===== src/rtl/uart_tx_feeder.sv =====
// Circular byte FIFO feeding a UART transmitter with one-cycle load strobes.
// Optional flush logic enabled by defining UART_TX_FEEDER_FLUSH_EN.
module uart_tx_feeder #(
   parameter int DEPTH_LOG2 = 4
) (
   input  logic                  txclk,
   input  logic                  reset,
   input  logic                  wr_en,
   input  logic [7:0]            wr_data,
   input  logic                  flush,
   output logic                  full,
   output logic [DEPTH_LOG2:0]   count,
   output logic                  overflow,
   output logic                  ld_tx_data,
   output logic [7:0]            tx_data,
   input  logic                  tx_empty
);

   localparam int DEPTH = 2**DEPTH_LOG2;
   localparam logic [DEPTH_LOG2:0] DEPTH_CNT = (DEPTH_LOG2+1)'(DEPTH);

   typedef enum logic [1:0] {
      IDLE,
      LOAD,
      SETTLE
   } state_t;

   state_t                state;
   state_t                state_nxt;
   logic [7:0]            mem [DEPTH];
   logic [DEPTH_LOG2-1:0] wptr;
   logic [DEPTH_LOG2-1:0] rptr;
   logic [DEPTH_LOG2:0]   count_nxt;
   logic                  flush_act;
   logic                  wr_ok;
   logic                  wr_rej;
   logic                  pop;

`ifdef UART_TX_FEEDER_FLUSH_EN
   assign flush_act = flush;
`else
   logic unused_flush;
   assign unused_flush = flush;
   assign flush_act    = 1'b0;
`endif

   // full is a registered image of count == depth
   assign wr_ok  = wr_en & ~full & ~flush_act;
   assign wr_rej = wr_en &  full & ~flush_act;

   always_comb begin
      state_nxt = state;
      pop       = 1'b0;
      unique case (state)
         IDLE: begin
            if (tx_empty && (count != '0) && !flush_act) begin
               state_nxt = LOAD;
               pop       = 1'b1;
            end
         end
         LOAD:    state_nxt = SETTLE;
         SETTLE:  state_nxt = IDLE;
         default: state_nxt = IDLE;
      endcase
   end

   always_comb begin
      count_nxt = count;
      case ({wr_ok, pop})
         2'b10:   count_nxt = count + 1'b1;
         2'b01:   count_nxt = count - 1'b1;
         default: count_nxt = count;
      endcase
      if (flush_act) begin
         count_nxt = '0;
      end
   end

   always_ff @(posedge txclk) begin
      if (reset) begin
         state      <= IDLE;
         wptr       <= '0;
         rptr       <= '0;
         count      <= '0;
         full       <= 1'b0;
         overflow   <= 1'b0;
         ld_tx_data <= 1'b0;
         tx_data    <= 8'h00;
      end else begin
         state      <= state_nxt;
         ld_tx_data <= pop;
         count      <= count_nxt;
         full       <= (count_nxt == DEPTH_CNT);
         if (pop) begin
            tx_data <= mem[rptr];
         end
         if (flush_act) begin
            wptr     <= '0;
            rptr     <= '0;
            overflow <= 1'b0;
         end else begin
            if (wr_ok) begin
               wptr <= wptr + 1'b1;
            end
            if (pop) begin
               rptr <= rptr + 1'b1;
            end
            if (wr_rej) begin
               overflow <= 1'b1;
            end
         end
      end
   end

   // storage carries no reset; stale contents are unreachable via the pointers
   always_ff @(posedge txclk) begin
      if (wr_ok) begin
         mem[wptr] <= wr_data;
      end
   end

endmodule


===== config.mk =====
export PLATFORM = sky130hd
export DESIGN_NAME = uart_tx_feeder
export DESIGN_NICKNAME = d
export VERILOG_FILES = /design/src/rtl/uart_tx_feeder.sv
export SDC_FILE = /design/constraint.sdc
export NUM_CORES = 1
export LEC_CHECK = 0
export ABC_AREA = 1
export CAP_MARGIN = 20
export CORE_MARGIN = 2
export CORE_UTILIZATION = 64
export CTS_CLUSTER_DIAMETER = 40
export DETAILED_ROUTE_END_ITERATION = 10
export PLACE_DENSITY = 0.94
export SLEW_MARGIN = 20
export SYNTH_ARGS = -nofsm -noshare
export SYNTH_HDL_FRONTEND = slang
export SYNTH_SLANG_ARGS = --single-unit

===== constraint.sdc =====
create_clock -name txclk -period 6.14 [get_ports txclk]
set_clock_uncertainty 0.2 [all_clocks]
set_input_delay 1.228 -clock txclk [delete_from_list [all_inputs] [get_ports txclk]]
set_output_delay 1.228 -clock txclk [all_outputs]
set_load 0.03 [all_outputs]

### After elaboration in Yosys (flattened, before gate mapping)

Memories as Yosys holds them, arrays and structs flattened. A register that Yosys moved wholly into a read port is not among the register bits.
Index checks and enable logic that the tools add are counted.
W data, S select, Z words.

| word-level totals | value |
|---|---|
| register bits | 18 |
| bits in writable memories | 128 |
| input port bits | 13 |
| memories kept | 1 |

| operators by class | value |
|---|---|
| $add $sub $neg | 4 |
| equal/unequal tests | 5 |
| multiplexer cells | 7 |
| bitwise gates (word level) | 3 |
| reduce and logical (&&, ||, !) cells | 3 |

Memory list:

| name | words | width | read ports | clocked after memory_dff | wr ports | RTL line | RTL |
|---|---|---|---|---|---|---|---|
| mem | 16 | 8 | 1 | 1 | 1 | 30 | `logic [7:0] mem [DEPTH];` |

Operator list:

| cell | count |
|---|---|
| $pmux W5 S2 | 1 |
| $add A4 B1 Y4 const B | 2 |
| $add A5 B1 Y5 const B | 1 |
| $eq A5 B5 Y1 const B | 1 |
| $reduce_bool A5 Y1 | 1 |
| $sub A5 B1 Y5 const B | 1 |
| $eq A2 B1 Y1 const B | 2 |
| $mux W1 | 4 |
| $pmux W2 S2 | 1 |
| $and A1 B1 Y1 | 2 |
| $eq A2 B2 Y1 const B | 1 |
| $logic_not A2 Y1 | 1 |
| $mux W2 | 1 |
| $ne A2 B2 Y1 const B | 1 |
| $logic_and A1 B1 Y1 | 1 |
| $not A1 Y1 | 1 |

### Logic depth before layout (Yosys ltp)

| logic depth | value |
|---|---|
| word-level depth | 7 |
| gate-level depth with buffers | 16 |
| gate-level depth less buffers | 16 |

### Worst setup path before layout

Ideal clock, no wire load.

| timing | value |
|---|---|
| path type | input to register |
| start | input tx_empty |
| end | register full |
| library setup time | 0.112 ns |
| arrival time | 2.776 ns |
| required time | 5.828 ns |
| path slack | 3.052 ns |
| cell stages on the path | 15 |
| path buffers | 2 |
| cell sequence | inv_1 nor2_8 nand2_2 inv_2 buf_6 buf_2 ha_1 a21oi_1 inv_1 nand3_1 nand3_1 o21ai_1 nor2_1 nand3_1 nor2_2 |

| on the way | value |
|---|---|
| cells in the longest elaborated chain, start to end | 6 |
| elaborated cells on any way between the ends | 7 |
| those cells by class | eq/ne: 3; mux: 3; reduce/logical: 1 |

Ends and longest elaborated chain:

| item | RTL line | RTL |
|---|---|---|
| start: declaration | 16 | `input logic tx_empty` |
| $logic_and A1 B1 Y1 * | 56 | `if (tx_empty && (count != '0) && !flush_act) begin` |
| $mux W1 * | 56 |  |
| $mux W1 * | 54 | `unique case (state)` |
| $eq A2 B1 Y1 or $eq A2 B2 Y1 (tied branches) | 69 | `case ({wr_ok, pop})` |
| $pmux W5 S2 * | 69 |  |
| $eq A5 B5 Y1 * | 93 | `full <= (count_nxt == DEPTH_CNT);` |
| end signal: assignment | 93 |  |
| end: declaration | 11 | `output logic full,` |

Every way passes the cells marked *; elsewhere a longest branch is shown, timed or not.
A chain may end at the register's enable or synchronous reset.

### Worst setup path after layout

Ends and elaborated chain as after synthesis.

==> summary.md <==
| Metric | Value |
|---|---|
| Gate power share | `28.3%` |
| Peak supply drop | `0.000267 V` |
| I/O Buffers | `27` |
| Slowest CP cell | `clkdlybuf4s50_1` |
| CP arrival | `3.58 ns` |
| Post-CTS sizing | `0` |
| Synth top area share | `61.1%` |
| Critical path fanouts, max | `21` |
| Die Area | `0.0106 mm^2` |
| ANT cells | `0` |
| Net Sw Frac | `34.0%` |
| Clock transition at path regs | `0.06 ns` |
| Drt pass-1 iters | `5` |
| Hold Slack | `0.229 ns` |
| Via count | `4413` |
| Seq/Total Area, Yosys | `69.4%` |
| Power Density | `449 mW/mm^2` |
| Synthesized Nets | `541` |
| Fmax | `0.304 GHz` |
| LEAKAGE | `2.45 nW` |
| GRT Residual Overflow | `0` |
| Htree depth | `4` |
| Rel. slew slack | `27.7%` |
| # rows | `36` |
| Vias in the first global route | `4233` |
| CTS Sinks | `154` |
| Synth area leaders | `edfxtp_1, dfxtp_1, nor2_1` |
| DRT Wirelength | `14.8 mm` |
| Layout cells sized above 1 | `9.76%` |
| Root Buffer | `clkbuf_8` |
| Global-route wire length before repair | `22.3 mm` |
| Flop and latch count out of synthesis | `154` |
| Area growth syn-to-layout | `14.6%` |
| Pre-CTS setup slack | `2.43 ns` |
| Core area | `0.00964 mm^2` |
| Gr usage total | `29.4%` |
| Initial Util | `65.3%` |
| Yosys top cell by area | `edfxtp_1` |
| Initial antenna violation count | `0` |
| DRC | `0` |
| Outcome | `finished, final reports clean` |
| Most frequent CP cell | `nand2_1` |
| Post-route minimum period | `3.29 ns` |
| Most frequent cells in the layout | `edfxtp_1, nor2_1, o21ai_0` |
| Fin. Hold Viols | `0` |
| Post-Syn Area per Cell | `12.1 um^2` |
| Final weighted congestion in routability-driven placement | `0.876` |
| Ys Warns | `0` |
| Distinct cells, synth | `35` |
| Final ANT Viol Nets | `0` |
| Worst hold path type | `flip-flop to flip-flop` |
| Crit-path leading delay family | `simple AND/OR/NAND/NOR gates` |
| Clk pwr share | `33.3%` |
| NetSw | `1.10 mW` |
| CTS Hold Bufs | `0` |
| RSZ-0062 raised after global routing | `no` |
| Worst Max-Slew Pin Slew | `1.08 ns` |
| DP HPWL | `8.70 mm` |
| Sum Neg Setup Slack | `0 ns` |
| DR iter-0 viols | `646` |
| Nets | `560` |
| Via-to-Cell Ratio | `6.43` |
| DIE WIDTH | `103 um` |
| Synth Instances | `521` |
| Post-Route Utilization | `74.8%` |
| Post-CTS Setup Inserts | `0` |
| Worst path max stage delay | `0.45 ns` |
| Most common cell after layout, fill and taps aside | `edfxtp_1` |
| Buffer depth of the longest clock path | `2` |
| Final setup viols | `0` |
| Crit start category | `primary input` |
| FF-to-FF setup slack | `3.28 ns` |
| Max-cap violation count | `0` |
| CP endpoint kind | `flip-flop` |
| CTS tree | `built` |
| Synthesized cell area | `0.00629 mm^2` |
| Ports | `29` |
| Die Y | `103 um` |
| Num CTS Buffers | `17` |
| Fin crit share | `53.6%` |
| Crit-path cells | `clkdlybuf4s50_1, inv_1, nor2_8, nand2_2, inv_2, ha_1, a21oi_1, nor2_2, nand2_1, nand2_1, nand3_1, nand2_1, nand3_2, nor2_2` |
| Worst path buffer plus inverter count | `3` |
| Internal power | `2.14 mW` |
| Worst-skew pair later-pin latency | `0.54 ns` |
| Largest net degree at the start of global routing | `68` |
| Critical Setup Path Class | `primary input to flip-flop` |
| Sequential share of power | `38.4%` |
| Final worst setup slack | `2.85 ns` |
| Max Slew Vio Count | `0` |
| WL/cell | `21.6 um` |
| CP required | `6.42 ns` |
-- routing by layer --
| metal | GRT usage, % | vias up | wire length, um |
|---|---|---|---|
| met1 | 37.5 | 2107 | 5310 |
| met5 | 0 | - | 0 |
| met3 | 6.64 | 55 | 1510 |
| met4 | 14.3 | 0 | 571 |
| met2 | 47.9 | 309 | 7400 |
| li1 | - | 1942 | - |
-- power groups by stage --
stage                     logic (mW)  clock network (mW)  registers (mW)
final                          0.916                1.08            1.24
after detailed placement       0.872                   0            1.26
after CTS                      0.899                1.08            1.24
after floorplan                0.553                   0            1.34
after global placement         0.821                   0            1.26
after global routing           0.981                1.13            1.25
-- worst register-to-register path: stages (launching register included) --
cell	delay, ns
dfxtp_2	0.32
buf_4	0.49
inv_2	0.64
o21ai_0	0.41
o221ai_1	0.18
o211ai_1	0.25
nand3_1	0.12
o211ai_1	0.10
inv_1	0.05
-- cells by family after synthesis --
logic type,after synthesis,synth area share [%]
adders and majority gates,7,1.39
AOI/OAI and AO/OA,128,12.5
DFF,154,69.4
and+or+nand+nor,166,12.1
xor gates and xnor gates,1,0.139
buffers and inverters,65,4.52
-- flip-flops by register name, indices dropped and copies added (netlist names) --
register,flops
overflow,1
ld_tx_data,1
rptr,4
full,1
tx_data,8
count,5
mem,128
wptr,4
state,2
-- synth_stat cells (all sizes together) --
cell	instances
nand3b	1
nand3	31
o21ai	70
dfxtp	26
o221ai	24
ha	7
buf	15
xor2	1
clkbuf	14
nor2	97
clkinv	1
nand2	30
o31ai	1
a21oi	9
nor3	2
inv	35
o211ai	16
edfxtp	128
o22ai	8
nor3b	1
nand4	3
nor4	1
-- final cells by class --
type	count	area (um^2)
flip-flops and latches	154	4370
fillers	584	2430
multi-input cells	302	1640
clock buffers	18	418
repair buffers	29	285
clock inverters	14	196
well taps	133	166
inverters	36	138
-- stage by stage --
stage | power [mW] | area (um^2) | cells
detailed placement | 2.13 | 6600 | 654
CTS | 3.22 | 7210 | 686
global route | 3.35 | 7210 | 686
floorplan | 1.89 | 6290 | 521
global placement | 2.08 | 6600 | 654
finish | 3.24 | 7210 | 686
-- final timing paths --
check | from | to | depth (start not counted)
hold reg to reg | state[1] | state[1] | 1
hold / removal | state[1] | state[1] | 1
setup reg to reg | rptr[0] | tx_data[2] | 8
setup / recovery | tx_empty | full | 14
Note: power is estimated with default switching activity, not from simulation.
